[config.mk]
export PLATFORM = sky130hd
export DESIGN_NAME = fmul_param
export DESIGN_NICKNAME = d
export VERILOG_FILES = /design/src/rtl/fmul_param.sv
export SDC_FILE = /design/constraint.sdc
export NUM_CORES = 1
export LEC_CHECK = 0
export CORE_UTILIZATION = 54
export CTS_BUF_LIST = sky130_fd_sc_hd__clkbuf_4
export DETAILED_ROUTE_END_ITERATION = 12
export HOLD_SLACK_MARGIN = 0.15
export PLACE_DENSITY = 0.78
export SYNTH_ARGS = -nofsm -noshare
export SYNTH_HDL_FRONTEND = slang
export SYNTH_SLANG_ARGS = --single-unit
[constraint.sdc]
create_clock -name clk -period 2.69 [get_ports clk]
set_input_delay 0.4035 -clock clk [delete_from_list [all_inputs] [get_ports clk]]
set_output_delay 0.4035 -clock clk [all_outputs]
set_load 0.01 [all_outputs]
[src/rtl/fmul_param.sv]
// ============================================================================
// Module      : fmul_param
// Description : Parametrised multi-cycle floating-point multiplier with a
//               bit-serial shift-add significand product, round-to-nearest-even,
//               overflow/underflow flags and zero/Inf/NaN handling.
// Revision    : 1.0 - initial release
// ============================================================================
`default_nettype none

module fmul_param #(
    parameter int EW   = 5,
    parameter int MW   = 10,
    parameter int W    = EW + MW + 1,
    parameter int BIAS = (1 << (EW - 1)) - 1
) (
    input  logic         clk,
    input  logic         reset,
    input  logic         enable,
    input  logic [W-1:0] f1,
    input  logic [W-1:0] f2,
    output logic [W-1:0] f,
    output logic         v,
    output logic         uf,
    output logic         done,
    output logic         busy
);

    localparam int PW   = 2 * MW + 2;
    localparam int CNTW = $clog2(MW + 2);

    localparam logic [2:0] S_IDLE  = 3'd0;
    localparam logic [2:0] S_MUL   = 3'd1;
    localparam logic [2:0] S_NORM  = 3'd2;
    localparam logic [2:0] S_ROUND = 3'd3;
    localparam logic [2:0] S_CHECK = 3'd4;

    localparam logic [EW+1:0] c_bias = BIAS[EW+1:0];
    localparam logic [EW+1:0] c_emax = (EW + 2)'((1 << EW) - 1);
    localparam logic [W-1:0]  c_nan  = {1'b0, {EW{1'b1}}, 1'b1, {(MW - 1){1'b0}}};

    logic [2:0]      r_state;
    logic [W-1:0]    r_f1, r_f2;
    logic            r_special;
    logic [PW-1:0]   r_mcand, r_p;
    logic [MW:0]     r_mplier;
    logic [CNTW-1:0] r_cnt;
    logic [MW-1:0]   r_m;
    logic            r_g, r_s;
    logic [1:0]      r_adj;
    logic [W-1:0]    r_f;
    logic            r_v, r_uf, r_done, r_busy;

    // Operand classification: exponent 0 flushes to zero, all-ones is Inf/NaN
    logic [EW-1:0] w_e1, w_e2;
    logic          w_zero1, w_zero2, w_inf1, w_inf2, w_nan1, w_nan2;
    logic          w_in_special, w_sign, w_round_up;
    logic [EW+1:0] w_exp;
    logic          w_ovf, w_unf;

    assign w_e1    = r_f1[W-2:MW];
    assign w_e2    = r_f2[W-2:MW];
    assign w_zero1 = (w_e1 == '0);
    assign w_zero2 = (w_e2 == '0);
    assign w_inf1  = (&w_e1) && (r_f1[MW-1:0] == '0);
    assign w_inf2  = (&w_e2) && (r_f2[MW-1:0] == '0);
    assign w_nan1  = (&w_e1) && (r_f1[MW-1:0] != '0);
    assign w_nan2  = (&w_e2) && (r_f2[MW-1:0] != '0);
    assign w_sign  = r_f1[W-1] ^ r_f2[W-1];

    assign w_in_special = (f1[W-2:MW] == '0) || (&f1[W-2:MW]) ||
                          (f2[W-2:MW] == '0) || (&f2[W-2:MW]);

    assign w_round_up = r_g & (r_s | r_m[0]);

    // Biased exponent kept two bits wider so under/overflow stay unambiguous
    assign w_exp = {2'b00, w_e1} + {2'b00, w_e2} - c_bias + {{EW{1'b0}}, r_adj};
    assign w_ovf = ($signed(w_exp) >= $signed(c_emax));
    assign w_unf = ($signed(w_exp) <= $signed((EW + 2)'(0)));

    always_ff @(posedge clk) begin
        if (reset) begin
            r_state   <= S_IDLE;
            r_f1      <= '0;
            r_f2      <= '0;
            r_special <= 1'b0;
            r_mcand   <= '0;
            r_p       <= '0;
            r_mplier  <= '0;
            r_cnt     <= '0;
            r_m       <= '0;
            r_g       <= 1'b0;
            r_s       <= 1'b0;
            r_adj     <= '0;
            r_f       <= '0;
            r_v       <= 1'b0;
            r_uf      <= 1'b0;
            r_done    <= 1'b0;
            r_busy    <= 1'b0;
        end else begin
            r_done <= 1'b0;
            case (r_state)
                S_IDLE: begin
                    if (enable) begin
                        r_f1      <= f1;
                        r_f2      <= f2;
                        r_busy    <= 1'b1;
                        r_special <= w_in_special;
                        r_adj     <= '0;
                        if (w_in_special) begin
                            r_state <= S_CHECK;
                        end else begin
                            r_mcand  <= {{(MW + 1){1'b0}}, 1'b1, f1[MW-1:0]};
                            r_mplier <= {1'b1, f2[MW-1:0]};
                            r_p      <= '0;
                            r_cnt    <= CNTW'(MW + 1);
                            r_state  <= S_MUL;
                        end
                    end
                end
                S_MUL: begin
                    if (r_mplier[0]) begin
                        r_p <= r_p + r_mcand;
                    end
                    r_mcand  <= r_mcand << 1;
                    r_mplier <= r_mplier >> 1;
                    r_cnt    <= r_cnt - 1'b1;
                    if (r_cnt == CNTW'(1)) begin
                        r_state <= S_NORM;
                    end
                end
                S_NORM: begin
                    if (r_p[PW-1]) begin
                        r_m   <= r_p[2*MW:MW+1];
                        r_g   <= r_p[MW];
                        r_s   <= |r_p[MW-1:0];
                        r_adj <= 2'd1;
                    end else begin
                        r_m   <= r_p[2*MW-1:MW];
                        r_g   <= r_p[MW-1];
                        r_s   <= |r_p[MW-2:0];
                        r_adj <= 2'd0;
                    end
                    r_state <= S_ROUND;
                end
                S_ROUND: begin
                    if (w_round_up) begin
                        if (&r_m) begin
                            r_m   <= '0;
                            r_adj <= r_adj + 2'd1;
                        end else begin
                            r_m <= r_m + 1'b1;
                        end
                    end
                    r_state <= S_CHECK;
                end
                S_CHECK: begin
                    r_v  <= 1'b0;
                    r_uf <= 1'b0;
                    if (r_special) begin
                        if (w_nan1 || w_nan2 || (w_inf1 && w_zero2) || (w_inf2 && w_zero1)) begin
                            r_f <= c_nan;
                        end else if (w_inf1 || w_inf2) begin
                            r_f <= {w_sign, {EW{1'b1}}, {MW{1'b0}}};
                        end else begin
                            r_f <= {w_sign, {(EW + MW){1'b0}}};
                        end
                    end else if (w_ovf) begin
                        r_f <= {w_sign, {EW{1'b1}}, {MW{1'b0}}};
                        r_v <= 1'b1;
                    end else if (w_unf) begin
                        r_f  <= {w_sign, {(EW + MW){1'b0}}};
                        r_uf <= 1'b1;
                    end else begin
                        r_f <= {w_sign, w_exp[EW-1:0], r_m};
                    end
                    r_done  <= 1'b1;
                    r_busy  <= 1'b0;
                    r_state <= S_IDLE;
                end
                default: begin
                    r_state <= S_IDLE;
                    r_busy  <= 1'b0;
                end
            endcase
        end
    end

    assign f    = r_f;
    assign v    = r_v;
    assign uf   = r_uf;
    assign done = r_done;
    assign busy = r_busy;

endmodule

`default_nettype wire
==> impl_results.md, run 1 <==
* Worst Path Required at 3.13 ns
* PortBufs at 54
* Synth Register Bits at between 100 and 150
* First-pass DRT Iterations at 5
* Mean Syn Cell Area at 8.18 um^2
* Slew headroom at between 50% and 60%
* Main synth FF type: dfxtp_1
* Routability cong. at 0.902
* Pwr Density at ~570 nW/um^2
* Fillcell total at 927
* CP most frequent cell: buf_4
* Worst Setup End Kind: flip-flop
* CP arrival at between 3 and 4 ns
* Site row count at 39
* IO Count at 55
* H-Tree Level Count at 4
* Critical path class: reg -> reg
* First-pass GRT wire length at 27,100 um
* Most common cell after layout, fill and taps aside: nand2_1
* Worst-path fanout max at 4
* Seq/Total Area, Yosys at 39.2%
* CTS root buf: clkbuf_4
* Endpoints failing hold at 0
* Clk slew on worst S/H paths at 0.11 ns
* Number of max-cap violations at 0
* Crit path max-delay cell type: fa_1
* Residual DRC at 0
* Core Area at about 12,000 um^2
* Mapped Nets at between 800 and 900
* Fin. max-slew vios at 0
* 1st-iter DRT viols at about 400
* Sink Count at 129
* Worst hold path class: in -> reg
* Post-route setup slack at -0.0962 ns
* Initial Util at 56.5%
* Final WL at ~16,000 um
* Status: finished with violations
* Gate count after technology mapping at 805
* Clk_skew at 0.0225 ns
* Largest net degree at the start of global routing at 42
* Gr ovfl total at 0
* Global Route Usage Sum at 26.4%
* Die area at 12,600 um^2
* Worst stage delay on the critical path at 0.57 ns
* Worst slew pin tran at between 0.7 and 0.8 ns
* P&R area growth vs syn at 19.6%
* Vias/cell at 6.03
* CTS tree: built
* Vias at just over 6,000
* Initial antenna violation count at 0
* Vias in the first global route at approximately 6,000
* Static leakage at 3.12 nW
* Cell Area, Synth at between 6000 and 7000 um^2
* CTS Buffer Depth at 2
* Synth warn at 0
* Cts bufs inserted at 17
* Failing checks: setup timing
* RSZ-0062 raised after global routing: true
* Worst slack, placed at -0.218 ns
* Post-synth ARST share at 0%
* Peak supply drop at 0.000361 V
* Die H at 112 um
* Worst reg2reg setup slack at -0.1 ns
* Post-DP HPWL at 10,900 um
* Routed Antenna Nets at 0
* Min cycle time layout at 2.79 ns
* Critical-path cell list: fa_1 > ha_1 > a21o_1 > a21oi_2 > buf_4 > xnor2_1 > nor4b_2 > a21oi_4 > nor4b_4 > buf_4 > a22o_1
* Crit share post-route at 104%
* Final setup fails at 11
* Share of cells above drive strength 1 at 12.9%
* Maximum clock rate at 0.359 GHz
* Wire per inst at 15.4 um
* Clock Latency Late Sink at about 0.55 ns
* Cells after DPL at 985
* Post-Layout Cell Count at a little over 1,000
* Post-CTS Hold Buffers at 0
* Leading cell types in the layout, fill and taps excluded: nand2_1 (143), dfxtp_1 (125), nor2_1 (82)
* Startpoint Class: flip-flop
* Cell variety after synth at 64
* Number of nets in the final layout at approximately 940
* Die width at 112 um
* Number of synthesized flops with an enable pin at 0
[cell families after synthesis]
family          count (synthesis)  share of synthesized area, %
xor+xnor                       25                          3.33
mux                            12                          1.84
compound gates                225                          22.9
fa+ha+maj                      36                          7.18
flops                         129                          39.2
simple gates                  313                          21.5
buf+inv                        65                          4.05
[synth_stat cells (3+ instances only)]
| master | number | area [um^2] |
|---|---|---|
| o21bai_1 | 5 | 37.5 |
| a311oi_1 | 19 | 166 |
| o2bb2ai_1 | 3 | 26.3 |
| a21oi_1 | 80 | 400 |
| a211oi_1 | 9 | 67.6 |
| nand3b_1 | 4 | 30.0 |
| nor3_1 | 14 | 70.1 |
| inv_1 | 18 | 67.6 |
| nor4_1 | 8 | 50.1 |
| o211ai_1 | 3 | 22.5 |
| buf_4 | 3 | 22.5 |
| a22o_1 | 19 | 166 |
| o21ai_1 | 4 | 20.0 |
| nor2_1 | 84 | 315 |
| fa_1 | 3 | 60.1 |
| mux2i_1 | 11 | 110 |
| xnor2_1 | 14 | 123 |
| or4_1 | 4 | 30.0 |
| a31oi_1 | 15 | 93.8 |
| and3_1 | 11 | 68.8 |
| o221ai_1 | 3 | 26.3 |
| a21o_1 | 12 | 90.1 |
| buf_2 | 3 | 15.0 |
| a21oi_2 | 6 | 52.6 |
| o21ai_0 | 17 | 85.1 |
| xor2_1 | 11 | 96.3 |
| a22oi_1 | 10 | 75.1 |
| nand3_1 | 18 | 90.1 |
| dfxtp_1 | 129 | 2580 |
| nand2_1 | 143 | 537 |
| o21a_1 | 4 | 30.0 |
| nand2b_1 | 4 | 25.0 |
| clkbuf_1 | 36 | 135 |
| buf_1 | 4 | 15.0 |
| o22ai_1 | 4 | 25.0 |
| ha_1 | 33 | 413 |
[power by group]
part / switching (mW) / total [mW] / internal (mW)
Clock: 0.708 / 1.48 / 0.772
Sequential: 0.103 / 2.13 / 2.03
Combinational: 0.508 / 0.870 / 0.362
[worst max-delay path, delay by kind of cell (launching register included)]
kind                     cells  cell delay (ns)
XOR/XNOR                     1             0.08
buffers and inverters        2             0.34
adder cells (fa/ha/maj)      2             0.81
flip-flops                   1             0.35
AND/OR/NAND/NOR              2             0.49
AO/OA/AOI/OAI                4             0.63
[per-layer routing]
layer  routed length [um]  track usage (%)
met2                 7750             45.1
met4                  383             12.4
met1                 6860             31.5
met3                  755             6.26
met5                    0                0
[timing repair]
action / in CTS / in global routing
cloned: 1 / 0
gates resized for setup: 18 / 17
setup endpoints to repair: 18 / 19
setup buffers: 3 / 1
pin swaps: 12 / 9
[sequential cells by signal, summed over array words and instances (netlist names), 2 cells and up]
name	cells
r_mcand	22
r_p	22
f	16
r_f1	16
r_f2	16
r_mplier	11
r_m	10
r_cnt	4
r_state	3
r_adj	2
[final timing paths]
check / end / startpoint / depth (start not counted)
max: f[7] / r_adj[1] / 11
min: r_m[3] / reset / 2
max reg2reg: f[7] / r_adj[1] / 11
min reg2reg: r_f1[4] / r_f1[4] / 2
[final cells by class]
class | count | area (um^2) | area share, %
clock inverters | 11 | 163 | 2.07
clock buffers | 21 | 158 | 2.00
well taps | 143 | 179 | 2.27
repair buffers | 89 | 823 | 10.5
multi-input cells | 611 | 3890 | 49.4
flip-flops and latches | 129 | 2590 | 32.9
inverters | 18 | 67.6 | 0.858
diodes | 1 | 2.50 | 0.0318
[through the flow]
step / util (%) / hold WS (ns) / setup TNS (ns) / area (um^2) / total power, mW
final: 67.5 / 0.345 / -0.842 / 7870 / 4.48
after global routing: 67.5 / 0.330 / -2.55 / 7870 / 4.71
after CTS: 66.7 / 0.310 / -0.164 / 7770 / 4.47
after detailed placement: 63.1 / 0.451 / -2.53 / 7360 / 2.98
after global placement: 63.1 / 0.443 / -0.753 / 7360 / 2.94
after floorplan: - / 0.436 / 0 / 6580 / 2.71
(Power assumes the default switching activity.)
==> run 2: changes to the inputs <==
--- a/config.mk
+++ b/config.mk
@@ -13,3 +13,4 @@
 export SYNTH_ARGS = -nofsm -noshare
 export SYNTH_HDL_FRONTEND = slang
 export SYNTH_SLANG_ARGS = --single-unit
+export TNS_END_PERCENT = 1
==> run 2 against run 1 <==
Effect of this change:
- the flow still finishes with violations (setup timing)
- power shrank 0.48%
- critical path type unchanged
- final cell count is essentially flat
- critical endpoint unchanged
- critical path depth stayed put
- clock power about the same
- largest cell class unchanged
- sequential power barely moved
- global-route usage about the same
- first-iteration DRC count rose by 18%
- clock-buffer cell count unchanged
- wire length is 1.3% lower
- combinational power down 2%
- worst hold slack better by 0.00081 ns
==> impl_results.md, run 2 (synthesis gave the netlist of run 1 again) <==
* Worst Path Required at 3.13 ns (about the same)
* Number of max-cap violations at 0 (unchanged)
* Met2 Use GR at 45.0% (-0.12 points)
* Peak supply drop at 0.000358 V (-0.86%)
* Clk slew on worst S/H paths at 0.11 ns (about the same)
* Share of cells above drive strength 1 at 12.1% (-0.78 points)
* Vias/cell at 6.00 (-0.49%)
* Post-route setup slack at -0.106 ns (-0.00960 ns)
* Endpoints failing hold at 0 (unchanged)
* Worst hold path class: in -> reg
* CTS tree: built
* Fin. max-slew vios at 0 (unchanged)
* Startpoint Class: flip-flop
* Static leakage at 3.10 nW (-0.62%)
* Routed Antenna Nets at 0 (unchanged)
* Internal power at 3.16 mW (-0.12%)
* Die area at 12,600 um^2 (unchanged)
* Die H at 112 um (unchanged)
* Worst slack, placed at -0.218 ns (unchanged)
* Sw Pwr at 1.30 mW (-1.3%)
* Wire per inst at 15.2 um (-1.2%)
* Leading cell types in the layout, fill and taps excluded: nand2_1 (143), dfxtp_1 (125), nor2_1 (83)
* Core Area at 11,700 um^2 (unchanged)
* Cells after DPL at 985 (unchanged)
* Delay-heaviest family, CP: adder cells
* Met3 usage at 6.32% (+0.054 points)
* Sink Count at 129 (unchanged)
* Number of nets in the final layout at 936 (-0.11%)
* First-pass DRT Iterations at 5 (unchanged)
* Worst Setup End Kind: flip-flop
* Die width at 112 um (unchanged)
* Final WL at 15,600 um (-1.3%)
* Initial Util at 56.5% (unchanged)
* First-pass GRT wire length at 27,100 um (about the same)
* Vias at 6,131 (-0.58%)
* RSZ-0062 raised after global routing: true
* Gate power share at 19.2% (-0.2 points)
* Initial antenna violation count at 0 (unchanged)
* Crit path max-delay cell type: fa_1
* Biggest regs: r_mcand (22), r_p (22)
* Global Route Usage Sum at 26.4% (about the same)
* Status: finished with violations
* CP arrival at 3.24 ns (about the same)
* CTS root buf: clkbuf_4
* 1st-iter DRT viols at 478 (+18%)
* Pwr Density at 571 nW/um^2 (+0.25%)
* Slew headroom at 52.0% (+0.57 points)
* Crit share post-route at 104% (+0.36 points)
* Placed inst area at 7360 um^2 (unchanged)
* P&R area growth vs syn at 18.7%
* Largest net degree at the start of global routing at 42 (unchanged)
* Tot Pwr at 4.46 mW (-0.48%)
* CP most frequent cell: buf_4
* CTS Buffer Depth at 2 (unchanged)
* Layout Utilization at 67.0% (-0.49 points)
* Met1 GRT Util at 31.4% (-0.10 points)
* Worst slew pin tran at 0.719 ns (-0.00859 ns)
* Gr ovfl total at 0 (unchanged)
* Setup TNS at -0.848 ns (-0.00620 ns)
* Final Cell Area at 7810 um^2 (-0.73%)
* Worst-path fanout max at 4 (unchanged)
* Post-Layout Cell Count at 1,022 (-0.098%)
* Critical path class: reg -> reg
* Buf/Inv on CP at 2 (unchanged)
* Global route hottest layer: met2
* Part of the power in registers at 47.8% (+0.2 points)
* Residual DRC at 0 (unchanged)
* PortBufs at 54 (unchanged)
* Post-DP HPWL at 10,900 um (unchanged)
* Clk_skew at 0.0195 ns (-0.00299 ns)
* Most common cell after layout, fill and taps aside: nand2_1
* Switching Share at 29.2% (-0.25 points)
* Final setup fails at 11 (unchanged)
* Vias in the first global route at 6,056 (+0.20%)
* Worst stage delay on the critical path at 0.57 ns (about the same)
* Critical-path cell list: fa_1 > ha_1 > a21o_1 > a21oi_2 > buf_4 > xnor2_1 > nor4b_2 > a21oi_4 > nor4b_4 > buf_4 > a22o_1
* Post-CTS Hold Buffers at 0 (unchanged)
* Maximum clock rate at 0.358 GHz (-0.34%)
* Fin Hold WS at 0.346 ns (+0.000810 ns)
* Failing checks: setup timing
* Min cycle time layout at 2.80 ns (+0.00960 ns)
* Clock power share at 33.0% (about the same)
* Cts bufs inserted at 17 (unchanged)
* Site row count at 39 (unchanged)
* Routability cong. at 0.902 (unchanged)
* IO Count at 55 (unchanged)
* H-Tree Level Count at 4 (unchanged)
* Clock Latency Late Sink at 0.55 ns (about the same)
[run 2: power groups by stage]
stage                     clock network, mW  logic (mW)  registers (mW)
after global placement                    0       0.777            2.17
after floorplan                           0       0.566            2.14
after global routing                   1.59       0.955            2.15
after CTS                              1.50       0.837            2.13
after detailed placement                  0       0.807            2.17
final                                  1.47       0.856            2.13
[run 2: path summary, 6_finish.rpt]
kind,slack (ns),from,to,cells past startpoint
setup / recovery,-0.11,r_adj[1],f[7],11
setup reg to reg,-0.11,r_adj[1],f[7],11
hold reg to reg,0.46,r_f1[4],r_f1[4],2
hold / removal,0.35,reset,v,2
[run 2: cell type report]
type                            count  area, um^2
Fill cell                         939        3850
Multi-Input combinational cell    611        3840
Sequential cell                   129        2590
Timing Repair Buffer               88         816
Tap cell                          143         179
Clock inverter                     11         163
Clock buffer                       21         158
Inverter                           18        67.6
Antenna cell                        1        2.50
[run 2: what timing repair did]
| item | 4_1_cts | 5_1_grt |
|---|---|---|
| gates resized for setup | 18 | 7 |
| buffers inserted | 3 | 0 |
| cloned | 1 | 0 |
| pin swaps | 12 | 6 |
| endpoints found under the setup margin | 18 | 19 |
| endpoints found under the hold margin | 0 | 0 |
[run 2: routing by layer]
| layer | up-vias | share of wire, % | wire length (um) |
|---|---|---|---|
| li1 | 2998 | - | - |
| met1 | 2885 | 44 | 6790 |
| met2 | 199 | 49 | 7600 |
| met3 | 49 | 4.8 | 751 |
| met4 | 0 | 2.7 | 421 |
| met5 | - | 0 | 0 |
